### config.mk
export PLATFORM = sky130hd
export DESIGN_NAME = lamp_fpu_tay_round_pack_flat
export DESIGN_NICKNAME = d
export VERILOG_FILES = /design/src/rtl/lamp_fpu_tay_round_pack_pkg.sv /design/src/rtl/lamp_fpu_tay_round_pack_if.sv /design/src/rtl/lamp_fpu_tay_round_pack_rnd_core.sv /design/src/rtl/lamp_fpu_tay_round_pack.sv /design/src/flat_wrapper.sv
export SDC_FILE = /design/constraint.sdc
export NUM_CORES = 1
export LEC_CHECK = 0
export ABC_AREA = 0
export CAP_MARGIN = 0
export CORE_UTILIZATION = 51
export DETAILED_ROUTE_END_ITERATION = 7
export GPL_TIMING_DRIVEN = 1
export PLACE_DENSITY = 0.8
export SYNTH_ARGS = -nofsm -noshare
export SYNTH_HDL_FRONTEND = slang
export SYNTH_SLANG_ARGS = --single-unit
### constraint.sdc
create_clock -name clk -period 3.12 [get_ports clk]
set_input_delay 0.468 -clock clk [delete_from_list [all_inputs] [get_ports clk]]
set_output_delay 0.468 -clock clk [all_outputs]
set_load 0.05 [all_outputs]
### src/rtl/lamp_fpu_tay_round_pack_pkg.sv
// Shared exponential-datapath types: rounding modes, exception flags and bfloat16 special encodings.
// Optional LAMP_TAY_ROUND_MODES_EN selects the non-RNE modes in the users of this package.
package lamp_fpu_tay_round_pack_pkg;

    localparam int E_DW  = 8;
    localparam int F_DW  = 7;
    localparam int RES_W = 1 + E_DW + F_DW;

    typedef enum logic [2:0] {
        RND_RNE = 3'd0,
        RND_RTZ = 3'd1,
        RND_RDN = 3'd2,
        RND_RUP = 3'd3,
        RND_RMM = 3'd4
    } rnd_mode_t;

    typedef struct packed {
        logic of;
        logic uf;
        logic nx;
        logic err;
    } flags_t;

    localparam logic [E_DW-1:0] INF_E    = '1;
    localparam logic [E_DW-1:0] MAXFIN_E = {{(E_DW-1){1'b1}}, 1'b0};
    localparam logic [F_DW-1:0] MAXFIN_F = '1;

    typedef struct packed {
        logic [RES_W-1:0] res;
        flags_t           flags;
    } entry_t;

endpackage

### src/rtl/lamp_fpu_tay_round_pack_if.sv
// Bus between the Taylor add/sub stage, the round/pack stage and its consumer.
// rnd_mode_i exists only when LAMP_TAY_ROUND_MODES_EN is defined.
interface lamp_fpu_tay_round_pack_if;
    import lamp_fpu_tay_round_pack_pkg::*;

    logic               in_valid_i;
    logic               in_ready_o;
    logic               s_i;
    logic [E_DW-1:0]    e_i;
    logic [F_DW+4:0]    f_i;
    logic               isToRound_i;
    logic               isOverflow_i;
    logic               isUnderflow_i;
`ifdef LAMP_TAY_ROUND_MODES_EN
    logic [2:0]         rnd_mode_i;
`endif
    logic               out_valid_o;
    logic               out_ready_i;
    logic [RES_W-1:0]   res_o;
    flags_t             flags_o;
    flags_t             flags_acc_o;
    logic               clr_flags_i;

    modport master (
        output in_valid_i, s_i, e_i, f_i, isToRound_i, isOverflow_i, isUnderflow_i,
`ifdef LAMP_TAY_ROUND_MODES_EN
        output rnd_mode_i,
`endif
        output out_ready_i, clr_flags_i,
        input  in_ready_o, out_valid_o, res_o, flags_o, flags_acc_o
    );

    modport slave (
        input  in_valid_i, s_i, e_i, f_i, isToRound_i, isOverflow_i, isUnderflow_i,
`ifdef LAMP_TAY_ROUND_MODES_EN
        input  rnd_mode_i,
`endif
        input  out_ready_i, clr_flags_i,
        output in_ready_o, out_valid_o, res_o, flags_o, flags_acc_o
    );

endinterface

### src/rtl/lamp_fpu_tay_round_pack_rnd_core.sv
// Combinational round + pack of one add/sub result into a bfloat16 word with per-op flags.
// LAMP_TAY_ROUND_MODES_EN adds the mode_i port and the RTZ/RDN/RUP/RMM modes.
module lamp_fpu_tay_rnd_core
    import lamp_fpu_tay_round_pack_pkg::*;
(
    input  logic             s_i,
    input  logic [E_DW-1:0]  e_i,
    input  logic [F_DW+4:0]  f_i,
    input  logic             isToRound_i,
    input  logic             isOverflow_i,
    input  logic             isUnderflow_i,
`ifdef LAMP_TAY_ROUND_MODES_EN
    input  rnd_mode_t        mode_i,
`endif
    output logic [RES_W-1:0] res_o,
    output flags_t           flags_o
);

    logic            guard, sticky, lsb, inexact, roundUp, saturate;
    logic [F_DW+1:0] mant;
    logic [E_DW:0]   expSum;
    logic [E_DW-1:0] expOut;
    logic [F_DW-1:0] fracOut;
    flags_t          flags;
    logic            unusedOvfBit;

    // Upstream overflow is signalled through isOverflow_i, so f's own ovf bit is not needed here.
    assign unusedOvfBit = f_i[F_DW+4];

    always_comb begin
        guard    = f_i[2];
        sticky   = f_i[1] | f_i[0];
        lsb      = f_i[3];
        inexact  = guard | sticky;
        roundUp  = guard & (sticky | lsb);
        saturate = 1'b0;
`ifdef LAMP_TAY_ROUND_MODES_EN
        // Directed modes that round toward zero on overflow saturate to max finite instead of Inf.
        case (mode_i)
            RND_RTZ: begin
                roundUp  = 1'b0;
                saturate = 1'b1;
            end
            RND_RDN: begin
                roundUp  = s_i & inexact;
                saturate = ~s_i;
            end
            RND_RUP: begin
                roundUp  = ~s_i & inexact;
                saturate = s_i;
            end
            RND_RMM: roundUp = guard;
            default: ;
        endcase
`endif
        mant   = {1'b0, f_i[F_DW+3:3]} + {{(F_DW+1){1'b0}}, roundUp};
        expSum = {1'b0, e_i} + {{E_DW{1'b0}}, mant[F_DW+1]};
        if (e_i == '0 && mant[F_DW]) begin
            expSum = {{E_DW{1'b0}}, 1'b1};
        end
        expOut  = expSum[E_DW-1:0];
        fracOut = mant[F_DW-1:0];
        flags   = '0;
        if (isOverflow_i || expSum >= {1'b0, INF_E}) begin
            flags.of = 1'b1;
            expOut   = saturate ? MAXFIN_E : INF_E;
            fracOut  = saturate ? MAXFIN_F : '0;
        end
        flags.nx = inexact | isOverflow_i;
        flags.uf = isUnderflow_i | ((expOut == '0) & flags.nx);
        res_o    = {s_i, expOut, fracOut};
        flags_o  = flags;
        if (!isToRound_i) begin
            res_o   = {s_i, e_i, f_i[F_DW+2:3]};
            flags_o = '0;
        end
    end

endmodule

### src/rtl/lamp_fpu_tay_round_pack.sv
// Round/pack stage: rounds at accept, then buffers results in a main+skid pair with a sticky flag accumulator.
// LAMP_TAY_ROUND_MODES_EN enables the rnd_mode_i selectable rounding modes.
module lamp_fpu_tay_round_pack
    import lamp_fpu_tay_round_pack_pkg::*;
(
    input  logic                     clk,
    input  logic                     rst,
    lamp_fpu_tay_round_pack_if.slave bus
);

    localparam flags_t ERR_FLAG = '{of: 1'b0, uf: 1'b0, nx: 1'b0, err: 1'b1};

    entry_t newEntry;
    entry_t main_q, main_d, skid_q, skid_d;
    logic   mainValid_q, mainValid_d, skidValid_q, skidValid_d;
    flags_t acc_q, acc_d;
    logic   accept, fire, drop;

    lamp_fpu_tay_rnd_core u_core (
        .s_i           (bus.s_i),
        .e_i           (bus.e_i),
        .f_i           (bus.f_i),
        .isToRound_i   (bus.isToRound_i),
        .isOverflow_i  (bus.isOverflow_i),
        .isUnderflow_i (bus.isUnderflow_i),
`ifdef LAMP_TAY_ROUND_MODES_EN
        .mode_i        (rnd_mode_t'(bus.rnd_mode_i)),
`endif
        .res_o         (newEntry.res),
        .flags_o       (newEntry.flags)
    );

    assign accept          = bus.in_valid_i & ~skidValid_q;
    assign drop            = bus.in_valid_i & skidValid_q;
    assign fire            = mainValid_q & bus.out_ready_i;
    assign bus.in_ready_o  = ~skidValid_q;
    assign bus.out_valid_o = mainValid_q;
    assign bus.res_o       = main_q.res;
    assign bus.flags_o     = main_q.flags;
    assign bus.flags_acc_o = acc_q;

    // Skid refills main first so results leave in arrival order; a new op only lands in skid while main is stuck.
    always_comb begin
        main_d      = main_q;
        skid_d      = skid_q;
        mainValid_d = mainValid_q;
        skidValid_d = skidValid_q;
        if (skidValid_q) begin
            if (fire) begin
                main_d      = skid_q;
                skidValid_d = 1'b0;
            end
        end else if (accept) begin
            if (!mainValid_q || fire) begin
                main_d      = newEntry;
                mainValid_d = 1'b1;
            end else begin
                skid_d      = newEntry;
                skidValid_d = 1'b1;
            end
        end else if (fire) begin
            mainValid_d = 1'b0;
        end
        acc_d = (bus.clr_flags_i ? flags_t'('0) : acc_q)
              | (fire ? main_q.flags : flags_t'('0))
              | (drop ? ERR_FLAG : flags_t'('0));
    end

    always_ff @(posedge clk) begin
        if (rst) begin
            main_q      <= '0;
            skid_q      <= '0;
            mainValid_q <= 1'b0;
            skidValid_q <= 1'b0;
            acc_q       <= '0;
        end else begin
            main_q      <= main_d;
            skid_q      <= skid_d;
            mainValid_q <= mainValid_d;
            skidValid_q <= skidValid_d;
            acc_q       <= acc_d;
        end
    end

endmodule
### src/flat_wrapper.sv
// flat-port wrapper written by rule: the top's interface ports become plain ports
module lamp_fpu_tay_round_pack_flat import lamp_fpu_tay_round_pack_pkg::*;
  (clk, rst, bus_in_valid_i, bus_s_i, bus_e_i, bus_f_i, bus_isToRound_i, bus_isOverflow_i, bus_isUnderflow_i, bus_out_ready_i, bus_clr_flags_i, bus_in_ready_o, bus_out_valid_o, bus_res_o, bus_flags_o, bus_flags_acc_o);
  lamp_fpu_tay_round_pack_if bus_i ();
  input  logic clk;
  input  logic rst;
  input wire logic [$bits(bus_i.in_valid_i)-1:0] bus_in_valid_i;
  input wire logic [$bits(bus_i.s_i)-1:0] bus_s_i;
  input wire logic [$bits(bus_i.e_i)-1:0] bus_e_i;
  input wire logic [$bits(bus_i.f_i)-1:0] bus_f_i;
  input wire logic [$bits(bus_i.isToRound_i)-1:0] bus_isToRound_i;
  input wire logic [$bits(bus_i.isOverflow_i)-1:0] bus_isOverflow_i;
  input wire logic [$bits(bus_i.isUnderflow_i)-1:0] bus_isUnderflow_i;
  input wire logic [$bits(bus_i.out_ready_i)-1:0] bus_out_ready_i;
  input wire logic [$bits(bus_i.clr_flags_i)-1:0] bus_clr_flags_i;
  output wire logic [$bits(bus_i.in_ready_o)-1:0] bus_in_ready_o;
  output wire logic [$bits(bus_i.out_valid_o)-1:0] bus_out_valid_o;
  output wire logic [$bits(bus_i.res_o)-1:0] bus_res_o;
  output wire logic [$bits(bus_i.flags_o)-1:0] bus_flags_o;
  output wire logic [$bits(bus_i.flags_acc_o)-1:0] bus_flags_acc_o;
  assign bus_i.in_valid_i = bus_in_valid_i;
  assign bus_i.s_i = bus_s_i;
  assign bus_i.e_i = bus_e_i;
  assign bus_i.f_i = bus_f_i;
  assign bus_i.isToRound_i = bus_isToRound_i;
  assign bus_i.isOverflow_i = bus_isOverflow_i;
  assign bus_i.isUnderflow_i = bus_isUnderflow_i;
  assign bus_i.out_ready_i = bus_out_ready_i;
  assign bus_i.clr_flags_i = bus_clr_flags_i;
  assign bus_in_ready_o = bus_i.in_ready_o;
  assign bus_out_valid_o = bus_i.out_valid_o;
  assign bus_res_o = bus_i.res_o;
  assign bus_flags_o = bus_i.flags_o;
  assign bus_flags_acc_o = bus_i.flags_acc_o;
  lamp_fpu_tay_round_pack u_core (.clk(clk), .rst(rst), .bus(bus_i));
endmodule
# Yosys cells after proc, flatten, opt, wreduce, memory -nomap -nowiden
# Index checks and enable logic that the tools add are counted.
[totals] regBits=46 latchBits=0 mem_bits_rw=0 mem_bits_ro=0 input_bits=29 n_memories=0
[op_classes] add_sub_neg=2 mul=0 n_div=0 n_lt_le_gt_ge=1 n_eq_ne=2 shift=0 n_mux=20 n_bitwise=14 reduce_logical=12
[ops] operator="two-way mux 20 bit" count=4
[ops] operator="adder 8 x 1 -> 9 bit" count=2
[ops] operator="logical NOT 8 bit" count=2
[ops] operator="two-way mux 15 bit" count=1
[ops] operator="two-way mux 4 bit" count=3
[ops] operator=">= comparator 9 x 8 -> 1 bit (second input constant)" count=1
[ops] operator="two-way mux 1 bit" count=9
[ops] operator="two-way mux 9 bit" count=1
[ops] operator="AND reduction 3 bit" count=3
[ops] operator="two-way mux 8 bit" count=1
[ops] operator="bitwise OR 4 bit" count=2
[ops] operator="two-way mux 7 bit" count=1
[ops] operator="nonzero test 2 bit" count=3
[ops] operator="AND 1 bit" count=5
[ops] operator="bitwise OR 1 bit" count=5
[ops] operator="!= test 2 bit (second input constant)" count=2
[ops] operator="logical OR 1 bit" count=2
[ops] operator="inverter 1 bit" count=2
[ops] operator="logical AND 1 bit" count=1
[ops] operator="logical NOT 1 bit" count=1

# Logic depth before layout (Yosys ltp)
[depth] depth_word=16 ltp_mapped=14 ltp_nobuf=12

# Cells and area by module
# From an unflattened synthesis, not the netlist that was laid out.
[unflattened] cells_unflattened=346 hier_area_um2=2870.3
[by_module_without_submodules] module="lamp_fpu_tay_round_pack" instances=1 cells_each=224 area_each_um2=2098.3 seq_area_each_um2=920.9
[by_module_without_submodules] module="lamp_fpu_tay_rnd_core" instances=1 cells_each=122 area_each_um2=772.0 seq_area_each_um2=0.0

# Worst setup path after synthesis
# No wires, ideal clock.
[synth_path] path_type="input to register" start="input port bus_f_i[3]" end="register u_core.skid_q[16] (netlist name)" setup_time_ps=71 arrival_ps=2756 slack_ps=293 stages=13 n_path_buf=2 path_cell_list="and2_1 ha_1 nand3_1 nor2_1 ha_1 ha_1 buf_6 and4_1 buf_6 a41oi_4 and4_1 or4_1 a21oi_1"
[synth_via] elab_chain_len=9 elab_cells_between_ends=10 classes_between="add/sub: 2; order compare: 1; mux: 3; bitwise: 2; reduce/logical: 2"
[synth_rtl] element="start, declared" line_no="flat_wrapper.sv:10" text="input wire logic [$bits(bus_i.f_i)-1:0] bus_f_i;"
[synth_rtl] element="bitwise OR 1 bit" line_no="lamp_fpu_tay_round_pack_rnd_core.sv:35" text="roundUp = guard & (sticky | lsb);"
[synth_rtl] element="AND 1 bit" line_no="lamp_fpu_tay_round_pack_rnd_core.sv:35"
[synth_rtl] element="adder 8 x 1 -> 9 bit (*)" line_no="lamp_fpu_tay_round_pack_rnd_core.sv:56" text="mant = {1'b0, f_i[F_DW+3:3]} + {{(F_DW+1){1'b0}}, roundUp};"
[synth_rtl] element="adder 8 x 1 -> 9 bit / logical AND 1 bit (equally long branches)" line_no="lamp_fpu_tay_round_pack_rnd_core.sv:57, lamp_fpu_tay_round_pack_rnd_core.sv:58"
[synth_rtl] element="two-way mux 9 bit (*)" line_no="lamp_fpu_tay_round_pack_rnd_core.sv:58" text="if (e_i == '0 && mant[F_DW]) begin"
[synth_rtl] element=">= comparator 9 x 8 -> 1 bit" line_no="lamp_fpu_tay_round_pack_rnd_core.sv:64" text="if (isOverflow_i || expSum >= {1'b0, INF_E}) begin"
[synth_rtl] element="logical OR 1 bit" line_no="lamp_fpu_tay_round_pack_rnd_core.sv:64"
[synth_rtl] element="two-way mux 8 bit (*)" line_no="lamp_fpu_tay_round_pack_rnd_core.sv:64"
[synth_rtl] element="two-way mux 15 bit (*)" line_no="lamp_fpu_tay_round_pack_rnd_core.sv:73" text="if (!isToRound_i) begin"
[synth_rtl] element="end signal, assigned" line_no="lamp_fpu_tay_round_pack.sv:78" text="skid_q <= skid_d;"
[synth_rtl] element="end, declared" line_no="lamp_fpu_tay_round_pack.sv:14" text="entry_t main_q, main_d, skid_q, skid_d;"
# Mark *: on every way between the ends. The rest lies on a longest branch, timed or not.
# A chain may end at the register's enable or synchronous reset.

# Worst setup path in the final report
[layout_path] start="input port bus_f_i[3]" end="register u_core.skid_q[10] (netlist name)"
[layout_via] elab_chain_len=9 elab_cells_between_ends=10 classes_between="add/sub: 2; order compare: 1; mux: 3; bitwise: 2; reduce/logical: 2"
[layout_rtl] element="bitwise OR 1 bit" line_no="lamp_fpu_tay_round_pack_rnd_core.sv:35"
[layout_rtl] element="AND 1 bit" line_no="lamp_fpu_tay_round_pack_rnd_core.sv:35"
[layout_rtl] element="adder 8 x 1 -> 9 bit (*)" line_no="lamp_fpu_tay_round_pack_rnd_core.sv:56"
[layout_rtl] element="adder 8 x 1 -> 9 bit / logical AND 1 bit (equally long branches)" line_no="lamp_fpu_tay_round_pack_rnd_core.sv:57, lamp_fpu_tay_round_pack_rnd_core.sv:58"
[layout_rtl] element="two-way mux 9 bit" line_no="lamp_fpu_tay_round_pack_rnd_core.sv:58"
[layout_rtl] element=">= comparator 9 x 8 -> 1 bit" line_no="lamp_fpu_tay_round_pack_rnd_core.sv:64"
[layout_rtl] element="logical OR 1 bit" line_no="lamp_fpu_tay_round_pack_rnd_core.sv:64"
[layout_rtl] element="two-way mux 7 bit (*)" line_no="lamp_fpu_tay_round_pack_rnd_core.sv:64"
[layout_rtl] element="two-way mux 15 bit (*)" line_no="lamp_fpu_tay_round_pack_rnd_core.sv:73"
# Marks and branches as above.

==> results.toml <==
[worst_hold_path]
worst_hold_path.num_cells = 2
hp-class = "register to register"

[placed_design]
gp_congestion = 0.943
dp_hpwl_um = 5060
io_buffers = 52

[timing]
period_share_pct = 94.6
setup_viol = 0
relSlewSlack_pct = 57.5
rsz0062_at_grt = "false"
tightest_slew_ns = 0.636
min_period_ns = 2.95
slew_viol_final = 0
max_clock_freq_mhz = 339
fin_setup_tns_ns = 0
worst_clock_skew_ns = 0.00703
hold_violations = 0

[run]
drv_cap = 0

[critical_path]
cp-end-kind = "register"
crit_fanout = 7
r2r_cells = 5
cp-start-kind = "input pin"
cp_data_required_time_ns = 3.27
crit_type = "input pin to register"
cp_cell_sequence = "clkdlybuf4s50_1 > and2_1 > ha_1 > nand3_1 > nor2_1 > ha_1 > buf_4 > nand2_1 > nor3_4 > mux2i_1 > buf_4 > and2_1 > a2bb2oi_1 > a211oi_1"
cpMaxStageDelayCell = "clkdlybuf4s50_1"
arrival_ns = 3.11
cpPeakStageDelay_ns = 0.47

[cells_and_area]
nets = 433
final_core_util_pct = 71.6
layout_commonest_cell = "clkdlybuf4s50_1"
num_antenna_cells = 0
drive_above_1_share_pct = 14.5
areaGrowthSynthToFinish_pct = 33.7
final_cell_mix = "52 x clkdlybuf4s50_1, 46 x nor2_1, 44 x dfxtp_1"

[floorplanning]
rows = 25
num_io_pins = 55
core_um2 = 4790
die_h_um = 72.9
initial_core_util_pct = 53.5
dieArea_um2 = 5310
dieWidth_um = 72.9

[power_and_ir_drop]
ir_drop_mv = 0.313
combPwrFrac_pct = 30.2
p_clk_share_pct = 24.5
pwr-share-seq_pct = 45.4
power_density_nw_per_um2 = 395
p_leak_nw = 1.28
switching_share_pct = 32.9
power.switching_uw = 446
p_int_uw = 908

[routing]
route.vias.total = 2689
drt-wirelength-per-cell_um = 14.5
via_per_inst = 5.75
initialDrtViolationCount = 195
postRouteAntennaNets = 0
routed_wl_um = 6770
drc = 0
dr.pass1.iters = 4

[global_routing]
grt_max_degree = 31
gr-total-overflow = 0
antenna_found_initial = 0
grt_pass1_vias = 2481
grt.total_usage_pct = 27.2
grt_pass1_wl_um = 11400

[logic_synthesis]
syn_area_um2 = 2560
synth_edf_count = 0
synth_flop_cell = "dfxtp_1"
synth-seq-cells = 44
ys.warnings.count = 0
ys_seq_area_share_pct = 34.4
syn_area_per_cell_um2 = 7.79
syn_nets = 361
synth.distinct_cells = 62
async_flop_share_pct = 0
yosysTopAreaCell = "dfxtp_1"
postSynthCellCount = 329
synth_top_area_share_pct = 34.4
synth_top_cells_by_area = "dfxtp_1 34%, nor2_1 6.9%, nand2_1 4.8%, a21oi_1 4.5%, nor3_1 3.3%"

[clocking]
tritoncts = "yes"
cts_buffers = 5
post_cts_buffers = 0
holdBufCountCts = 0
cts_sinks = 44
ctsRootBufferMaster = "clkbuf_8"
clock_latency_ns = 0.29
postCtsResizedCells = 0
clk_path_buf_depth = 2
h-tree-depth = 2
path_clk_slew_ns = 0.08

[status]
status = "finished clean"
==> through the flow <==
step | std cells | power, mW | worst slack, ns | hold WS [ns] | area [um2]
floorplan | 329 | 0.875 | 0.293 | 0.428 | 2560
global placement | 461 | 1.02 | -0.197 | 0.438 | 3320
detailed placement | 461 | 1.03 | -0.252 | 0.444 | 3320
CTS | 468 | 1.35 | 0.0395 | 0.453 | 3400
global route | 468 | 1.42 | 0.00745 | 0.484 | 3430
finish | 468 | 1.35 | 0.168 | 0.448 | 3430
==> power by group through the flow <==
stage / clock, mW / combinational (mW) / sequential [mW]
CTS: 0.334 / 0.404 / 0.615
global placement: 0 / 0.396 / 0.626
detailed placement: 0 / 0.402 / 0.628
global route: 0.360 / 0.439 / 0.618
floorplan: 0 / 0.163 / 0.713
finish: 0.331 / 0.409 / 0.615
==> cell type report <==
cell class                 instances  area, um2
multi-input combinational        253       1550
fill                             404       1360
sequential                        44        881
timing repair buffer              92        821
tap                               67       83.8
clock buffer                       6       72.6
inverter                           5       18.8
clock inverter                     1       5.00
==> sequential cells by signal, indices dropped and copies added, names as in the netlist <==
signal                  cells
u_core.bus.flags_acc_o      4
u_core.skid_q              19
u_core.skidValid_q          1
u_core.bus.flags_o          3
u_core.bus.res_o           16
u_core.bus.out_valid_o      1
==> worst max-delay path: cells and delay by family <==
kind,cells,cell delay (ns)
buf+inv,3,0.81
simple gates,6,0.77
compound gates,2,0.45
fa+ha+maj,2,0.38
mux,1,0.22
==> cells by family (layout without fill, tap and decap cells) <==
group | Yosys count | in the layout | synth area share (%)
AND/OR/NAND/NOR | 145 | 145 | 28.1
XOR/XNOR | 7 | 7 | 2.39
adder cells (fa/ha/maj) | 3 | 3 | 1.46
buffers and inverters | 32 | 104 | 6.54
flip-flops | 44 | 44 | 34.4
multiplexers | 6 | 6 | 2.34
other | 1 | 1 | 0.146
AO/OA/AOI/OAI | 91 | 91 | 24.7
==> final timing paths <==
kind / start / endpoint / slack (ns)
max reg2reg: u_core.bus.out_valid_o$_SDFFE_PP0P_ / u_core.skid_q[11]$_SDFFE_PP0P_ / 1.18
min reg2reg: u_core.bus.res_o[11]$_SDFFE_PP0P_ / u_core.bus.res_o[11]$_SDFFE_PP0P_ / 0.45
max: bus_f_i[3] / u_core.skid_q[10]$_SDFFE_PP0P_ / 0.17
min: u_core.bus.res_o[11]$_SDFFE_PP0P_ / u_core.bus.res_o[11]$_SDFFE_PP0P_ / 0.45
==> synthesized netlist by cell type, types with 4 or more instances <==
cell type  count
nor2_1        47
dfxtp_1       44
nand2_1       33
a21oi_1       23
nor3_1        17
clkbuf_1      14
o21ai_0       13
a211oi_1       9
a221oi_1       8
nand3_1        8
nand4_1        7
o21ai_1        7
mux2i_1        6
nor2b_1        6
a21o_1         4
a32oi_1        4
xnor2_1        4
==> per-layer routing <==
metal	share of wire, %	GRT usage [%]
met5	0	0
met4	0.75	6.97
met3	4.9	3.87
met2	50	48.0
met1	45	34.9
(Power assumes the default switching activity.)
